--- src/rtl/hamming_pkg.sv ---
// Shared definitions for the (16,11) SECDED Hamming code: bit positions, flags, decoder states.
`default_nettype none

package hamming_pkg;

   localparam int unsigned P0 = 0;
   localparam int unsigned P1 = 1;
   localparam int unsigned P2 = 2;
   localparam int unsigned P4 = 4;
   localparam int unsigned P8 = 8;

   // Positions holding check bits; all remaining positions carry d1..d11 in ascending order.
   localparam logic [15:0] PARITY_MASK =
      16'((1 << P0) | (1 << P1) | (1 << P2) | (1 << P4) | (1 << P8));

   typedef enum logic [1:0] {
      CLEAN  = 2'b00,
      SINGLE = 2'b01,
      DOUBLE = 2'b10
   } flag_t;

   typedef enum logic [2:0] {
      IDLE   = 3'd0,
      RD_LO  = 3'd1,
      RD_HI  = 3'd2,
      CAP_HI = 3'd3,
      DECODE = 3'd4,
      WR_LO  = 3'd5,
      WR_HI  = 3'd6,
      DONE   = 3'd7
   } dec_state_t;

endpackage

`default_nettype wire

--- src/rtl/secded16_correct.sv ---
// Combinational SECDED corrector: one 16-bit Hamming word in, 11 data bits and a status flag out.
`default_nettype none

module secded16_correct
   import hamming_pkg::*;
(
   input  logic  [15:0] i_word,
   output logic  [10:0] o_data,
   output flag_t        o_flag
);

   logic [3:0]  w_syn;
   logic        w_par;
   logic [15:0] w_fix;
   logic [3:0]  w_n;

   always_comb begin
      w_syn = '0;
      for (int k = 1; k < 16; k++) begin
         if (i_word[4'(k)]) w_syn = w_syn ^ 4'(k);
      end
      w_par = ^i_word;

      // Odd overall parity means exactly one flip; syndrome 0 then points at p0 itself.
      w_fix = i_word;
      if (w_par) w_fix[w_syn] = ~i_word[w_syn];

      if (w_par)                o_flag = SINGLE;
      else if (w_syn != 4'd0)   o_flag = DOUBLE;
      else                      o_flag = CLEAN;

      o_data = '0;
      w_n    = '0;
      for (int k = 0; k < 16; k++) begin
         if (!PARITY_MASK[4'(k)]) begin
            o_data[w_n] = w_fix[4'(k)];
            w_n         = w_n + 4'd1;
         end
      end
   end

endmodule

`default_nettype wire

--- src/rtl/secded_decode_engine.sv ---
// Memory-side SECDED decode engine: reads encoded words, corrects/flags them, writes results back.
`default_nettype none

module secded_decode_engine
   import hamming_pkg::*;
#(
   parameter int NUM_WORDS = 15,
   parameter int SRC_BASE  = 30,
   parameter int DST_BASE  = 0,
   parameter int AW        = 8
)(
   input  logic          CLK,
   input  logic          RESET_N,
   input  logic          start,
   output logic          halt,
   output logic [AW-1:0] mem_addr,
   output logic          mem_rd_en,
   input  logic [7:0]    mem_rdata,
   output logic          mem_wr_en,
   output logic [7:0]    mem_wdata,
   output logic [3:0]    err1_cnt,
   output logic [3:0]    err2_cnt
);

   localparam int            IW   = (NUM_WORDS > 1) ? $clog2(NUM_WORDS) : 1;
   localparam logic [IW-1:0] LAST = IW'(NUM_WORDS - 1);

   dec_state_t    r_state, w_next;
   logic [IW-1:0] r_idx;
   logic [7:0]    r_lo, r_hi;
   logic [10:0]   r_data;
   flag_t         r_flag;
   logic [3:0]    r_err1, r_err2;
   logic          r_halt;

   logic [10:0]   w_data;
   flag_t         w_flag;
   logic [AW-1:0] w_src, w_dst;

   assign w_src = AW'(SRC_BASE + 2 * int'(r_idx));
   assign w_dst = AW'(DST_BASE + 2 * int'(r_idx));

   secded16_correct u_corr (
      .i_word ({r_hi, r_lo}),
      .o_data (w_data),
      .o_flag (w_flag)
   );

   always_comb begin
      w_next    = r_state;
      mem_addr  = '0;
      mem_rd_en = 1'b0;
      mem_wr_en = 1'b0;
      mem_wdata = '0;
      case (r_state)
         IDLE, DONE: if (start) w_next = RD_LO;
         RD_LO: begin
            mem_addr  = w_src;
            mem_rd_en = 1'b1;
            w_next    = RD_HI;
         end
         RD_HI: begin
            mem_addr  = w_src + AW'(1);
            mem_rd_en = 1'b1;
            w_next    = CAP_HI;
         end
         CAP_HI: w_next = DECODE;
         DECODE: w_next = WR_LO;
         WR_LO: begin
            mem_addr  = w_dst;
            mem_wr_en = 1'b1;
            mem_wdata = r_data[7:0];
            w_next    = WR_HI;
         end
         WR_HI: begin
            mem_addr  = w_dst + AW'(1);
            mem_wr_en = 1'b1;
            mem_wdata = {r_flag, 3'b000, r_data[10:8]};
            w_next    = (r_idx == LAST) ? DONE : RD_LO;
         end
         default: w_next = IDLE;
      endcase
   end

   always_ff @(posedge CLK) begin
      if (!RESET_N) begin
         r_state <= IDLE;
         r_idx   <= '0;
         r_lo    <= '0;
         r_hi    <= '0;
         r_data  <= '0;
         r_flag  <= CLEAN;
         r_err1  <= '0;
         r_err2  <= '0;
         r_halt  <= 1'b0;
      end else begin
         r_state <= w_next;
         case (r_state)
            IDLE, DONE: begin
               if (start) begin
                  r_idx  <= '0;
                  r_err1 <= '0;
                  r_err2 <= '0;
                  r_halt <= 1'b0;
               end
            end
            RD_HI:  r_lo <= mem_rdata;
            CAP_HI: r_hi <= mem_rdata;
            DECODE: begin
               r_data <= w_data;
               r_flag <= w_flag;
               if (w_flag == SINGLE && r_err1 != 4'hF) r_err1 <= r_err1 + 4'd1;
               if (w_flag == DOUBLE && r_err2 != 4'hF) r_err2 <= r_err2 + 4'd1;
            end
            WR_HI: begin
               if (r_idx == LAST) r_halt <= 1'b1;
               else               r_idx  <= r_idx + 1'b1;
            end
            default: ;
         endcase
      end
   end

   assign halt     = r_halt;
   assign err1_cnt = r_err1;
   assign err2_cnt = r_err2;

endmodule

`default_nettype wire

--- config.mk ---
export PLATFORM = sky130hd
export DESIGN_NAME = secded_decode_engine
export DESIGN_NICKNAME = d
export VERILOG_FILES = /design/src/rtl/hamming_pkg.sv /design/src/rtl/secded16_correct.sv /design/src/rtl/secded_decode_engine.sv
export SDC_FILE = /design/constraint.sdc
export NUM_CORES = 1
export LEC_CHECK = 0
export CORE_ASPECT_RATIO = 1.25
export CORE_MARGIN = 2
export CORE_UTILIZATION = 57
export DETAILED_ROUTE_END_ITERATION = 7
export PLACE_DENSITY_LB_ADDON = 0.3
export RECOVER_POWER = 100
export SYNTH_ARGS = -nofsm -noshare
export SYNTH_HDL_FRONTEND = slang
export SYNTH_SLANG_ARGS = --single-unit
--- constraint.sdc ---
create_clock -name CLK -period 7.2 [get_ports CLK]
set_clock_uncertainty 0.15 [all_clocks]
set_input_delay 0.72 -clock CLK [delete_from_list [all_inputs] [get_ports CLK]]
set_output_delay 0.72 -clock CLK [all_outputs]
set_load 0.05 [all_outputs]
==> impl_metrics.env <==
export IMPL_detailroute_via_count=1848
export IMPL_die_area_mm2=0.00453
export IMPL_async_reset_ff_share_pct=0
export IMPL_comb_power_share_pct=29.3
export IMPL_synth_ff_type="dfxtp_1"
export IMPL_crit_arrival_ns=2.76
export IMPL_synthXorXnorAreaFrac_pct=11.4
export IMPL_syn_inst=267
export IMPL_hpwl_mm=3.12
export IMPL_cts_max_level=2
export IMPL_max_freq_mhz=275
export IMPL_r2r_end="err2_cnt[1]"
export IMPL_maxSlewViolCount=0
export IMPL_drt_wl_total_mm=4.29
export IMPL_antenna_found_initial=0
export IMPL_grt_usage_pct=21.2
export IMPL_clock_latency_ns=0.29
export IMPL_cts_tree="built"
export IMPL_clock_sinks=38
export IMPL_cts_buffer_depth=2
export IMPL_p_leak_nw=1.08
export IMPL_num_antenna_cells=0
export IMPL_cp_start_kind="flip-flop"
export IMPL_ir_worst_vdd_mv=0.151
export IMPL_final_cells=346
export IMPL_critPathRequiredTime_ns=6.33
export IMPL_grt_max_degree=35
export IMPL_internal_power_mw=0.355
export IMPL_start_util_pct=59.8
export IMPL_end_kind="output port"
export IMPL_timing_rr_start="r_lo[2]"
export IMPL_final_nets=307
export IMPL_synth_adder_area_share_pct=2.74
export IMPL_postCtsHoldBufs=0
export IMPL_first_pass_iters=4
export IMPL_portBuffers=33
export IMPL_p_sw_share_pct=34.4
export IMPL_synth_cell_area_mm2=0.00228
export IMPL_synth_mux_area_share_pct=9.65
export IMPL_drtAntennaViolNets=0
export IMPL_cp_max_fo=22
export IMPL_area_growth_pct=17.6
export IMPL_synth_edf_count=0
export IMPL_timing_final_crit_share_pct=50.4
export IMPL_die_w_um=60.6
export IMPL_reg2reg_depth=6
export IMPL_io_pins=38
export IMPL_routed_via_density=5.34
export IMPL_core_mm2=0.00382
export IMPL_cts_made_buffers=5
export IMPL_maxCapViolations=0
export IMPL_rows=25
export IMPL_ys_ff_latch=38
export IMPL_mostFrequentLayoutCell="dfxtp_1"
export IMPL_finalHoldViolCount=0
export IMPL_tightestPinTransition_ns=0.959
export IMPL_power_share_clock_pct=27.7
export IMPL_worstPathCellList="inv_1, nor3b_1, and2_1, dlygate4sd3_1"
export IMPL_wire_per_inst_um=12.4
export IMPL_max_stage_delay_ns=0.87
export IMPL_p_switching_mw=0.186
export IMPL_hold_path_class="flip-flop to flip-flop"
export IMPL_status="finished, final reports clean"
export IMPL_setup_tns_ns=0
export IMPL_grt_pass1_wl_mm=7.37
export IMPL_initialDrtViolationCount=106
export IMPL_grt_pass1_vias=1664
export IMPL_reg2reg_slack_ns=4.44
export IMPL_clock_root_buffer="clkbuf_8"
export IMPL_period_needed_ns=3.63
export IMPL_synth_compound_area_share_pct=13.3
export IMPL_synth_cell_type_count=50
export IMPL_worstSetupPathType="flip-flop to output port"
export IMPL_yosys_area_share_simple_pct=24.5
export IMPL_syn_area_per_cell_um2=8.54
export IMPL_whs_path_depth=2
export IMPL_synth_seq_area_share_pct=33.4
export IMPL_grt_overflow_total=0
export IMPL_clkTransAtPathRegs_ns=0.07
export IMPL_drive_above_1_share_pct=4.79
export IMPL_holdPathEnd="r_data[3]"
export IMPL_synth_top_family_by_area="simple AND/OR/NAND/NOR gates"
export IMPL_synth_warnings=0
export IMPL_p_seq_share_pct=43.0
export IMPL_chipHeight_um=74.7
export IMPL_cp_slowest_cell="dlygate4sd3_1"
export IMPL_rsz0062_at_grt="false"
export IMPL_cts_setup_buffers=0
export IMPL_slew_headroom_pct=35.9
export IMPL_power_density_mw_per_mm2=202
export IMPL_hp_start="r_data[3]"
export IMPL_gp_congestion=0.812
export IMPL_cts_resized=0
export IMPL_place_inst=338
export IMPL_setup_viol=0
export IMPL_mostFrequentLayoutCells="dfxtp_1, dlygate4sd3_1, nor2b_1, mux2i_1, nor2_1"
export IMPL_drc_errors=0
==> cell type report <==
type                            count  area [µm²]
Clock buffer                        7        86.3
Clock inverter                      1        5.00
Fill cell                         319        1130
Inverter                            3        11.3
Multi-Input combinational cell    209        1410
Sequential cell                    38         761
Tap cell                           54        67.6
Timing Repair Buffer               34         338
==> worst max-delay path by stage <==
| stage | startpoint | to |
|---|---|---|
| floorplan | r_state[1] | mem_addr[5] |
| global placement | r_state[2] | mem_wdata[0] |
| detailed placement | r_state[2] | mem_wdata[0] |
| CTS | r_state[2] | mem_wdata[0] |
| global route | r_state[2] | mem_wdata[0] |
| finish | r_state[2] | mem_wdata[0] |
==> through the flow <==
step / worst slack [ns] / cell area, µm² / total power, mW / utilization, % / hold slack [ns]
detailed placement: 3.93 / 2600 / 0.402 / 68.1 / 0.310
floorplan: 4.23 / 2290 / 0.364 / - / 0.292
finish: 3.57 / 2680 / 0.541 / 70.3 / 0.313
global route: 3.33 / 2680 / 0.571 / 70.3 / 0.328
CTS: 3.60 / 2690 / 0.550 / 70.5 / 0.320
global placement: 4.02 / 2600 / 0.398 / 68.1 / 0.307
==> cells in the mapped netlist, drive strengths merged (2+ instances only) <==
cell type	number	share of area, %
nor3	9	2.0
xor2	8	3.1
a31oi	3	0.82
mux2i	22	9.7
nor3b	2	0.66
nand2b	3	0.82
buf	8	2.4
nand2	19	3.1
and3	5	1.4
o211ai	2	0.66
a211oi	3	0.99
nand4b	2	0.77
a21boi	3	1.2
or2	2	0.55
or4	2	0.82
xnor2	19	7.3
and2	8	2.2
a21oi	13	2.9
clkbuf	12	2.0
nand4	4	1.1
dfxtp	38	33
nor2b	22	6.0
o21ai	6	1.3
nand3	5	1.1
ha	5	2.7
o22ai	2	0.55
nor2	20	3.3
inv	3	0.49
==> cells by family after synthesis <==
logic type | Yosys count
muxes | 22
DFF | 38
buffers and inverters | 23
xor gates and xnor gates | 28
and+or+nand+nor | 105
other | 1
adders and majority gates | 5
AOI/OAI and AO/OA | 45
==> state kept, by name, summed over array words and instances, names as in the netlist <==
register / flops
err1_cnt: 4
err2_cnt: 4
halt: 1
r_data: 4
r_flag: 2
r_hi: 8
r_idx: 4
r_lo: 8
r_state: 3
==> metal layers <==
layer,vias up,track usage (%),part of all wire (%),wire (µm)
li1,963,-,-,-
met3,5,4.98,3.0,127
met4,0,7.49,1.4,62
met2,37,35.6,49,2110
met1,843,26.5,46,2000
met5,-,0,0,0
==> power groups by stage <==
stage	clock network (mW)	registers (mW)	logic [mW]
after floorplan	0	0.228	0.136
after global placement	0	0.237	0.162
after detailed placement	0	0.237	0.164
after CTS	0.153	0.232	0.165
after global routing	0.162	0.234	0.174
final	0.150	0.232	0.158
==> critical path: cells and delay by family (launching register included) <==
family        cells  cell delay (ns)
buf+inv           2             1.10
flops             1             0.73
simple gates      2             0.64
Note: power is estimated with default switching activity, not from simulation.
